===== config.mk =====
export PLATFORM = sky130hd
export DESIGN_NAME = program_loader_flat
export DESIGN_NICKNAME = d
export VERILOG_FILES = /design/src/rtl/program_loader_pkg.sv /design/src/rtl/program_loader_if.sv /design/src/rtl/loader_word_packer.sv /design/src/rtl/program_loader.sv /design/src/flat_wrapper.sv
export SDC_FILE = /design/constraint.sdc
export NUM_CORES = 1
export LEC_CHECK = 0
export CORE_MARGIN = 8
export CORE_UTILIZATION = 46
export CTS_CLUSTER_DIAMETER = 80
export DETAILED_ROUTE_END_ITERATION = 8
export PLACE_DENSITY = 0.79
export SETUP_SLACK_MARGIN = 0.1
export SLEW_MARGIN = 20
export SYNTH_ARGS = -nofsm -noshare
export SYNTH_HDL_FRONTEND = slang
export SYNTH_SLANG_ARGS = --single-unit

===== constraint.sdc =====
create_clock -name clk -period 5.35 [get_ports clk]
set_clock_uncertainty 0.2 [all_clocks]
set_input_delay 0.535 -clock clk [delete_from_list [all_inputs] [get_ports clk]]
set_output_delay 0.535 -clock clk [all_outputs]
set_load 0.02 [all_outputs]

===== src/rtl/program_loader_pkg.sv =====
// Shared types and constants for the program loader.
//   state_t        : loader FSM states
//   LEN_BYTES      : bytes in the little-endian word-count header
//   CHK_BYTES      : bytes in the trailing checksum field
//   CHK_INIT       : checksum accumulator start value (XOR identity)
//   BYTES_PER_WORD : stream bytes packed into one program word
package program_loader_pkg;

    typedef enum logic [2:0] {
        S_IDLE,
        S_LEN_LO,
        S_LEN_HI,
        S_DATA,
        S_WRITE,
        S_CHECK,
        S_DONE,
        S_ERR
    } state_t;

    localparam int          LEN_BYTES      = 2;
    localparam int          CHK_BYTES      = 1;
    localparam logic [7:0]  CHK_INIT       = 8'h00;
    localparam int          BYTES_PER_WORD = 4;
    localparam int          BYTE_IDX_W     = $clog2(BYTES_PER_WORD);

    // States in which a stream byte may be consumed.
    function automatic logic takes_bytes(state_t s);
        return (s == S_LEN_LO) || (s == S_LEN_HI) || (s == S_DATA) || (s == S_CHECK);
    endfunction

    // States that count as a load in progress.
    function automatic logic in_load(state_t s);
        return takes_bytes(s) || (s == S_WRITE);
    endfunction

endpackage


===== src/rtl/program_loader_if.sv =====
// Byte-stream input and program-memory write port of the loader.
//   byte_valid_i / byte_data_i / byte_ready_o : byte stream handshake
//   mem_we_o / mem_addr_o / mem_wdata_o       : one-word write port
// slave  : the loader side
// master : the environment (byte source + program memory)
interface program_loader_if #(
    parameter int unsigned DATA_WIDTH = 32
);
    logic                  byte_valid_i;
    logic [7:0]            byte_data_i;
    logic                  byte_ready_o;
    logic                  mem_we_o;
    logic [DATA_WIDTH-1:0] mem_addr_o;
    logic [DATA_WIDTH-1:0] mem_wdata_o;

    modport slave (
        input  byte_valid_i, byte_data_i,
        output byte_ready_o, mem_we_o, mem_addr_o, mem_wdata_o
    );

    modport master (
        output byte_valid_i, byte_data_i,
        input  byte_ready_o, mem_we_o, mem_addr_o, mem_wdata_o
    );
endinterface


===== src/rtl/loader_word_packer.sv =====
// Assembles little-endian stream bytes into program words.
//   clk, reset  : clock, async active-high reset
//   clear       : restart at byte 0 (new load)
//   push        : a data byte is consumed this cycle
//   byte_i      : the data byte
//   word_full_o : this push completes a word
//   word_o      : assembled word, valid together with word_full_o
module loader_word_packer
    import program_loader_pkg::*;
(
    input  logic                        clk,
    input  logic                        reset,
    input  logic                        clear,
    input  logic                        push,
    input  logic [7:0]                  byte_i,
    output logic                        word_full_o,
    output logic [8*BYTES_PER_WORD-1:0] word_o
);
    logic [BYTE_IDX_W-1:0]           idx_q;
    // Only the lower bytes are stored; the top byte is taken straight from
    // the stream so the full word is ready in the cycle the last byte lands.
    logic [8*(BYTES_PER_WORD-1)-1:0] low_q;

    always_ff @(posedge clk or posedge reset) begin
        if (reset) begin
            idx_q <= '0;
            low_q <= '0;
        end else if (clear) begin
            idx_q <= '0;
            low_q <= '0;
        end else if (push) begin
            idx_q <= idx_q + 1'b1;
            for (int i = 0; i < BYTES_PER_WORD - 1; i++) begin
                if (idx_q == BYTE_IDX_W'(i)) low_q[8*i +: 8] <= byte_i;
            end
        end
    end

    assign word_full_o = push && (idx_q == BYTE_IDX_W'(BYTES_PER_WORD - 1));
    assign word_o      = {byte_i, low_q};
endmodule


===== src/rtl/program_loader.sv =====
// Program image loader: takes a framed byte stream (LEN_LO, LEN_HI, 4*N data
// bytes, XOR checksum) and writes it word by word into program memory,
// holding the CPU in reset until a complete, checksum-valid image is in.
//   clk, reset   : clock, async active-high reset
//   start_i      : begin a load (only from IDLE, DONE, ERR)
//   bus          : byte stream in, memory write port out
//   cpu_hold_o   : keep CPU in reset
//   busy_o       : load in progress
//   done_o       : image loaded and verified
//   error_o      : length or checksum failure
//   word_count_o : words written in the current load
module program_loader
    import program_loader_pkg::*;
#(
    parameter int unsigned           MEMORY_DEPTH = 32,
    parameter int unsigned           DATA_WIDTH   = 32,
    parameter logic [DATA_WIDTH-1:0] BASE_ADDR    = 32'h0040_0000
) (
    input  logic              clk,
    input  logic              reset,
    input  logic              start_i,
    program_loader_if.slave   bus,
    output logic              cpu_hold_o,
    output logic              busy_o,
    output logic              done_o,
    output logic              error_o,
    output logic [15:0]       word_count_o
);
    localparam logic [15:0] MAX_WORDS = 16'(MEMORY_DEPTH);

    state_t                      state_q, state_d;
    logic [15:0]                 len_q;
    logic [15:0]                 word_idx_q;
    logic [7:0]                  chk_q;
    logic                        accept;
    logic                        start_go;
    logic                        word_full;
    logic [8*BYTES_PER_WORD-1:0] word;
    logic [15:0]                 len_full;

    assign accept       = bus.byte_valid_i && bus.byte_ready_o;
    assign start_go     = start_i && ((state_q == S_IDLE) || (state_q == S_DONE) || (state_q == S_ERR));
    assign len_full     = {bus.byte_data_i, len_q[7:0]};
    assign word_count_o = word_idx_q;

    loader_word_packer u_packer (
        .clk         (clk),
        .reset       (reset),
        .clear       (start_go),
        .push        (accept && (state_q == S_DATA)),
        .byte_i      (bus.byte_data_i),
        .word_full_o (word_full),
        .word_o      (word)
    );

    always_ff @(posedge clk or posedge reset) begin
        if (reset) state_q <= S_IDLE;
        else       state_q <= state_d;
    end

    always_comb begin
        state_d = state_q;
        case (state_q)
            S_IDLE, S_DONE, S_ERR: if (start_i) state_d = S_LEN_LO;
            S_LEN_LO: if (accept) state_d = S_LEN_HI;
            S_LEN_HI: begin
                if (accept) begin
                    if (len_full == 16'd0)          state_d = S_CHECK;
                    else if (len_full > MAX_WORDS)  state_d = S_ERR;
                    else                            state_d = S_DATA;
                end
            end
            S_DATA:  if (word_full) state_d = S_WRITE;
            S_WRITE: state_d = (word_idx_q + 16'd1 == len_q) ? S_CHECK : S_DATA;
            S_CHECK: if (accept) state_d = (bus.byte_data_i == chk_q) ? S_DONE : S_ERR;
            default: state_d = S_IDLE;
        endcase
    end

    // Frame bookkeeping: length, running checksum, word index.
    always_ff @(posedge clk or posedge reset) begin
        if (reset) begin
            len_q      <= '0;
            chk_q      <= CHK_INIT;
            word_idx_q <= '0;
        end else if (start_go) begin
            len_q      <= '0;
            chk_q      <= CHK_INIT;
            word_idx_q <= '0;
        end else begin
            // The checksum byte itself is compared, never folded in.
            if (accept && (state_q != S_CHECK)) chk_q <= chk_q ^ bus.byte_data_i;
            if (accept && (state_q == S_LEN_LO)) len_q[7:0]  <= bus.byte_data_i;
            if (accept && (state_q == S_LEN_HI)) len_q[15:8] <= bus.byte_data_i;
            if (state_q == S_WRITE) word_idx_q <= word_idx_q + 16'd1;
        end
    end

    // Outputs are decoded from the next state so they line up with the
    // state register rather than lagging it by a cycle.
    always_ff @(posedge clk or posedge reset) begin
        if (reset) begin
            bus.byte_ready_o <= 1'b0;
            bus.mem_we_o     <= 1'b0;
            bus.mem_addr_o   <= BASE_ADDR;
            bus.mem_wdata_o  <= '0;
            cpu_hold_o       <= 1'b1;
            busy_o           <= 1'b0;
            done_o           <= 1'b0;
            error_o          <= 1'b0;
        end else begin
            bus.byte_ready_o <= takes_bytes(state_d);
            bus.mem_we_o     <= (state_d == S_WRITE);
            if (state_d == S_WRITE) begin
                bus.mem_addr_o  <= BASE_ADDR + DATA_WIDTH'({word_idx_q, 2'b00});
                bus.mem_wdata_o <= DATA_WIDTH'(word);
            end
            cpu_hold_o <= (state_d != S_DONE);
            busy_o     <= in_load(state_d);
            done_o     <= (state_d == S_DONE);
            error_o    <= (state_d == S_ERR);
        end
    end
endmodule

===== src/flat_wrapper.sv =====
// flat-port wrapper written by rule: the top's interface ports become plain ports
module program_loader_flat import program_loader_pkg::*;
#(
    parameter int unsigned           MEMORY_DEPTH = 32,
    parameter int unsigned           DATA_WIDTH   = 32,
    parameter logic [DATA_WIDTH-1:0] BASE_ADDR    = 32'h0040_0000
)
  (clk, reset, start_i, cpu_hold_o, busy_o, done_o, error_o, word_count_o, bus_byte_valid_i, bus_byte_data_i, bus_byte_ready_o, bus_mem_we_o, bus_mem_addr_o, bus_mem_wdata_o);
  program_loader_if #(.DATA_WIDTH(DATA_WIDTH)) bus_i ();
  input  logic clk;
  input  logic reset;
  input  logic start_i;
  output logic cpu_hold_o;
  output logic busy_o;
  output logic done_o;
  output logic error_o;
  output logic [15:0] word_count_o;
  input wire logic [$bits(bus_i.byte_valid_i)-1:0] bus_byte_valid_i;
  input wire logic [$bits(bus_i.byte_data_i)-1:0] bus_byte_data_i;
  output wire logic [$bits(bus_i.byte_ready_o)-1:0] bus_byte_ready_o;
  output wire logic [$bits(bus_i.mem_we_o)-1:0] bus_mem_we_o;
  output wire logic [$bits(bus_i.mem_addr_o)-1:0] bus_mem_addr_o;
  output wire logic [$bits(bus_i.mem_wdata_o)-1:0] bus_mem_wdata_o;
  assign bus_i.byte_valid_i = bus_byte_valid_i;
  assign bus_i.byte_data_i = bus_byte_data_i;
  assign bus_byte_ready_o = bus_i.byte_ready_o;
  assign bus_mem_we_o = bus_i.mem_we_o;
  assign bus_mem_addr_o = bus_i.mem_addr_o;
  assign bus_mem_wdata_o = bus_i.mem_wdata_o;
  program_loader #(.MEMORY_DEPTH(MEMORY_DEPTH), .DATA_WIDTH(DATA_WIDTH), .BASE_ADDR(BASE_ADDR)) u_core (.clk(clk), .reset(reset), .start_i(start_i), .bus(bus_i), .cpu_hold_o(cpu_hold_o), .busy_o(busy_o), .done_o(done_o), .error_o(error_o), .word_count_o(word_count_o));
endmodule

==> metrics.md, run 1 <==
| Metric | Value |
|---|---|
| Status | complete, no violations |
| Post-synth top cells | nand2_1 (124), dfrtp_1 (122), nor2_1 (47), clkbuf_1 (36) |
| Drt first pass iters | 7 |
| # DRC | 0 |
| Num rows | between 40 and 50 |
| Reg power frac | 37.5% |
| Reg2reg start | u_core.state_q[0]$_DFF_PP0_ |
| # diodes | 0 |
| Gr usage total | 17.6% |
| Hold Path Origin | u_core.bus.mem_addr_o[12]$_DFFE_PP0N_ |
| Filler instances | 1052 |
| Clock slew at reported path FFs | 0.06 ns |
| Core Region | 13100 um2 |
| Die W | between 100 and 150 um |
| Clock Tree Root | clkbuf_16 |
| Post-synth EDFFs | 0 |
| Internal power | approximately 2.4 mW |
| Clock sinks | 123 |
| RSZ-0062 raised after global routing | no |
| TritonCTS clock tree | yes |
| Area Overhead vs Synth | 23.3% |
| Finished Cell Area | 7530 um2 |
| CTS buffer count | 17 |
| Comb pwr share | 29.9% |
| Unique masters post-synth | 59 |
| Hold_buf cts | 0 |
| Hold Path Class | reg -> reg |
| Most common cell in the netlist | nand2_1 |
| Placed inst area | 6910 um2 |
| Fin. max-slew vios | 0 |
| First-pass GRT wire length | 25000 um |
| HPWL Detailed | 10200 um |
| Vias | 4825 |
| Syn Inst Count | 641 |
| Main synth FF type | dfrtp_1 |
| Async set-or-reset flop fraction in the synthesized netlist | 100% |
| Max-Cap Viols | 0 |
| Final setup viols | 0 |
| Post-CTS Setup Inserts | 0 |
| Worst path required time | around 5.5 ns |
| Sequential share of the synthesized area | 50.4% |
| Final TNS setup | 0 ns |
| Crit path max-delay cell type | inv_1 |
| Cts repair resizes | 0 |
| Worst setup margin | 2.49 ns |
| Tmin final | approximately 2.9 ns |
| Dominant cell type by area after synthesis | dfrtp_1 |
| Worst Path Class, Setup | reg -> reg |
| Htree depth | 4 |
| Initial core utilization | 46.7% |
| Clk_lat worst skew | 0.41 ns |
| Die height | 131 um |
| Die area | 17200 um2 |
| Post-route core utilization | roughly 58% |
| Critical path arrival | about 3.0 ns |
| Hold Fails Final Rpt | 0 |
| Num ports | between 90 and 100 |
| RD Place Congestion | around 0.84 |
| Maximum vdd drop | 0.284 mV |
| Switching power | 1.23 mW |
| Synthesized area per cell | roughly 9.5 um2 |
| Crit start category | flip-flop |
| Clk network pwr share | 32.6% |
| Pin count of the biggest net entering global routing | 78 |
| Net Sw Frac | 34.3% |
| Final wirelength | 15100 um |
| Vias in the first global route | 4889 |
| Layout Nets | 710 |
| Synth Cell Area | 6110 um2 |
| Share of post-route cells with drive strength above 1 | 10.8% |
| Synth top area cells | dfrtp_1 (50%), nand2_1 (7.6%), mux2_2 (4.8%) |
| Ys Warns | 0 |
| Slowest stage delay, CP | 0.66 ns |
| Worst-Margin Slew | 0.948 ns |
| Dpl ws | 1.67 ns |
| Lkg Pwr | 3.50 nW |
| Total power per unit cell area | about 480 nW/um2 |
| Crit share post-route | 53.4% |
| Initial drt markers | 479 |
| Slew HR | 36.8% |
| Number of synthesized register bits | roughly 120 |
| FMAX | 350 MHz |
| Crit Path Max Fanout | between 50 and 60 |
| Crit path top cell by count | nand2_1 |
| CP cell instances | nand3_1 > nor2_2 > buf_4 > nand2_4 > inv_1 > nand2_1 > nand2_1 |
| CTS Buffer Depth | 2 |
| Share of the synthesized area in the top cell type | 50.0% |
| Average wire per standard cell | approximately 17 um |
| Worst Setup SP | u_core.state_q[0]$_DFF_PP0_ |
| Worst setup EP type | flip-flop |
| Port Buf Inserts | 81 |
| DRT antenna net count | 0 |
| Gr ovfl total | 0 |
| Antenna violations before repair | 0 |
| Vias per cell | ~5.5 |
==> cell usage in the layout (no fill, tap or decap), types with 4 or more instances in the layout <==
master / netlist / routed
nand2_1: 124 / 123
dfrtp_1: 122 / 122
clkdlybuf4s50_1: 0 / 81
nor2_1: 47 / 46
a21oi_1: 35 / 35
nand3_1: 35 / 35
o21ai_0: 27 / 27
mux2_2: 26 / 26
xnor2_1: 21 / 21
mux2i_1: 19 / 19
clkbuf_16: 0 / 17
xor2_1: 16 / 16
conb_1: 2 / 16
nor3_1: 12 / 12
inv_1: 7 / 6
or3_1: 5 / 5
nand4_1: 5 / 5
nor2b_1: 6 / 5
ha_1: 5 / 5
o31ai_1: 4 / 4
a31oi_1: 4 / 4
nor4_1: 4 / 4
==> power by group through the flow <==
stage                     Sequential, mW  Combinational (mW)  Clock (mW)
after floorplan                     1.33               0.783           0
after global placement              1.34                1.00           0
after detailed placement            1.36                1.06           0
after CTS                           1.35                1.07        1.18
after global routing                1.38                1.18        1.23
final                               1.35                1.08        1.17
==> sequential cells by signal, summed over array words and instances (netlist names) <==
signal,count
u_core.len_q,16
u_core.chk_q,8
u_core.bus.mem_we_o,1
u_core.word_count_o,16
u_core.cpu_hold_o,1
u_core.done_o,1
u_core.state_q,3
u_core.busy_o,1
u_core.u_packer.low_q,24
u_core.bus.byte_ready_o,1
u_core.bus.mem_addr_o,16
u_core.error_o,1
u_core.u_packer.idx_q,2
u_core.bus.mem_wdata_o,32
==> stage by stage <==
| stage | instances | hold slack, ns | total power [mW] |
|---|---|---|---|
| finish | 882 | 0.269 | 3.60 |
| global route | 882 | 0.299 | 3.79 |
| CTS | 882 | 0.277 | 3.60 |
| detailed placement | 850 | 0.264 | 2.42 |
| global placement | 850 | 0.261 | 2.35 |
| floorplan | 655 | 0.281 | 2.11 |
==> area by class of cell <==
type	count	area, um2	area share [%]
Sequential cell	123	3080	40.9
Clock inverter	10	140	1.86
Clock buffer	22	474	6.30
Multi-Input combinational cell	459	2750	36.5
Timing Repair Buffer	84	833	11.1
Tap cell	176	220	2.92
Inverter	8	32.5	0.432
==> layer usage <==
layer	GRT usage, %	vias to the layer above	share of wire [%]
li1	-	2248	-
met1	19.7	2377	40
met2	30.5	180	52
met3	5.79	20	6.9
met4	6.39	0	1.5
met5	0	-	0
==> final timing paths <==
| path | end | slack, ns | cells after the start |
|---|---|---|---|
| setup / recovery | u_core.bus.mem_wdata_o[26]$_DFFE_PP0N_ | 2.49 | 7 |
| hold / removal | u_core.bus.mem_addr_o[12]$_DFFE_PP0N_ | 0.27 | 2 |
| setup reg to reg | u_core.bus.mem_wdata_o[26]$_DFFE_PP0N_ | 2.49 | 7 |
| hold reg to reg | u_core.bus.mem_addr_o[12]$_DFFE_PP0N_ | 0.27 | 2 |
| max in group asynchronous | u_core.u_packer.low_q[1]$_DFFE_PP0P_ | 3.29 | 3 |
| min in group asynchronous | u_core.bus.mem_addr_o[7]$_DFFE_PP0N_ | 0.49 | 2 |
==> cell families after synthesis <==
kind of cell	share of synthesized area, %
compound gates	8.81
xor+xnor	5.69
fa+ha+maj	1.02
buf+inv	5.69
flops	50.4
mux	7.90
other cells	0.123
simple gates	20.4
==> worst max-delay path: cells and delay by family, from the launching register on <==
| kind | cells | cell delay, ns |
|---|---|---|
| DFF | 1 | 0.60 |
| buffers and inverters | 2 | 0.98 |
| and+or+nand+nor | 5 | 0.95 |
Note: power is estimated with default switching activity, not from simulation.
==> inputs of run 2 (changes only) <==
Settings changed: PLACE_DENSITY 0.79 to 0.82.
Clock period 5.35 ns to 2.4 ns, I/O delays scaled along.
==> metrics.md, run 2 (synthesized netlist as in run 1, its figures left out) <==
| Metric | Value |
|---|---|
| Worst-Margin Slew | approximately 0.66 ns |
| Gr ovfl total | 0 |
| Largest registers | u_core.bus.mem_wdata_o x32, u_core.u_packer.low_q x24 |
| Worst path required time | 2.50 ns |
| FMAX | approximately 440 MHz |
| RSZ-0062 raised after global routing | yes |
| Maximum vdd drop | between 0.6 and 0.7 mV |
| Hold Fails Final Rpt | 0 |
| Clk_lat worst skew | between 0.4 and 0.5 ns |
| Initial core utilization | 46.7% |
| WP buf/inv | 0 |
| Hold_buf cts | 0 |
| Commonest cells after routing, fill and taps aside | nand2_1 (123), dfrtp_1 (118), clkdlybuf4s50_1 (81), nor2_1 (45), buf_4 (36) |
| Core Region | 13100 um2 |
| Fin. max-slew vios | 0 |
| Vias | 5176 |
| Final TNS setup | 0 ns |
| Crit start category | flip-flop |
| TritonCTS clock tree | yes |
| Crit path max-delay cell type | or4_4 |
| Worst Path Class, Setup | reg -> reg |
| Clock slew at reported path FFs | 0.06 ns |
| Final wirelength | 16700 um |
| Lkg Pwr | 3.71 nW |
| Htree depth | 4 |
| Switching power | 2.93 mW |
| Clk network pwr share | 30.9% |
| Antenna violations before repair | 0 |
| Die area | 17200 um2 |
| Clock Tree Root | clkbuf_16 |
| HPWL Detailed | 11300 um |
| Worst setup EP type | flip-flop |
| Dpl ws | -0.201 ns |
| CTS buffer count | 17 |
| Share of post-route cells with drive strength above 1 | 17.2% |
| Total power per unit cell area | 1040 nW/um2 |
| Vias in the first global route | around 5200 |
| Net Sw Frac | about 36% |
| Crit share post-route | a little over nine tenths |
| Die height | approximately 130 um |
| Reg power frac | between 30% and 40% |
| Clock sinks | 123 |
| Initial drt markers | ~540 |
| Area Overhead vs Synth | 29.7% |
| Slew HR | 56.0% |
| Layout Nets | around 750 |
| Commonest non-fill, non-tap cell in the layout | nand2_1 |
| Slowest stage delay, CP | 0.53 ns |
| CTS Buffer Depth | 2 |
| Status | complete, no violations |
| Crit Path Max Fanout | 3 |
| CP cell instances | or4_4 > or2_4 > or4_1 > a21oi_2 > o22ai_2 > nand2b_1 |
| Max-Cap Viols | 0 |
| Footprint of the multi-input gates | 2810 um2 |
| DRT antenna net count | 0 |
| Worst setup margin | 0.116 ns |
| Die W | 131 um |
| Tmin final | between 2 and 2.5 ns |
| Gr usage total | 19.0% |
| Average wire per standard cell | 18.2 um |
| Num rows | 42 |
| Final setup viols | 0 |
| Hold Path Class | in -> async |
| Register area | 3080 um2 |
| Port Buf Inserts | 81 |
| Drt first pass iters | 6 |
| First-pass GRT wire length | 27000 um |
| Pin count of the biggest net entering global routing | 45 |
| RD Place Congestion | approximately 0.88 |
| Comb pwr share | between 30% and 40% |
| # DRC | 0 |
| Cell family with most CP delay | simple AND/OR/NAND/NOR gates |
| Critical path arrival | 2.38 ns |
| Num ports | just under 100 |
| Internal power | 5.31 mW |
| Vias per cell | 5.63 |
| # diodes | 0 |
| Largest register FFs | 32 |
| Filler instances | 987 |
| Largest Register | u_core.bus.mem_wdata_o |
[run 2: cell types whose count changed in the layout (fill, tap and decap cells not counted), moves of 2 or more]
cell / before / now
buf_4: 3 / 36
buf_12: 0 / 5
dfrtp_1: 122 / 118
dfrtp_2: 0 / 4
clkinvlp_4: 3 / 6
inv_6: 0 / 3
nor4_4: 0 / 2
[run 2: layout make-up]
class                   count  area share (%)
flip-flops and latches    123            38.9
multi-input cells         459            35.5
repair buffers            122            14.9
clock buffers              20            5.76
well taps                 176            2.78
clock inverters            12            1.74
inverters                   8           0.426
[run 2: power by group through the flow]
stage | clock network (mW) | registers, mW | logic, mW
final | 2.54 | 2.99 | 2.71
after global routing | 2.66 | 3.04 | 2.94
after CTS | 2.55 | 2.96 | 2.60
after detailed placement | 0 | 2.99 | 2.50
after global placement | 0 | 2.96 | 2.38
after floorplan | 0 | 2.97 | 1.75
[run 2: what timing repair did]
item | CTS | global route
setup endpoints to repair | 13 | 38
gates resized for setup | 2 | 10
buffers inserted | 2 | 2
pin swaps | 0 | 2
[run 2: metrics by stage]
stage	hold slack, ns	area (um2)	util, %	std cells	total power [mW]
floorplan	0.269	6180	-	655	4.71
global placement	0.257	7240	55.3	884	5.33
detailed placement	0.264	7240	55.3	884	5.49
CTS	0.0746	7860	60.1	918	8.12
global route	0.106	7920	60.5	920	8.63
finish	0.0627	7920	60.5	920	8.24
[run 2: final timing paths]
| check | cells past startpoint | to | slack, ns | startpoint |
|---|---|---|---|---|
| worst min-delay path | 2 | u_core.bus.mem_wdata_o[24]$_DFFE_PP0N_ | 0.06 | reset |
| min in group clk | 2 | u_core.bus.mem_wdata_o[31]$_DFFE_PP0N_ | 0.27 | u_core.bus.mem_wdata_o[31]$_DFFE_PP0N_ |
| worst max register to register | 6 | u_core.busy_o$_DFF_PP0_ | 0.12 | u_core.len_q[2]$_DFFE_PP0P_ |
| worst max-delay path | 6 | u_core.busy_o$_DFF_PP0_ | 0.12 | u_core.len_q[2]$_DFFE_PP0P_ |
| max in group asynchronous | 3 | u_core.bus.mem_wdata_o[8]$_DFFE_PP0N_ | 1.31 | reset |
| worst min register to register | 2 | u_core.bus.mem_wdata_o[31]$_DFFE_PP0N_ | 0.27 | u_core.bus.mem_wdata_o[31]$_DFFE_PP0N_ |
[run 2: layer usage]
layer  track usage, %  share of wire (%)  up-vias
met1             22.4                 40     2541
met4             8.97                2.8        0
met5                0                  0        -
li1                 -                  -     2309
met3             5.45                7.5       45
met2             31.5                 50      281
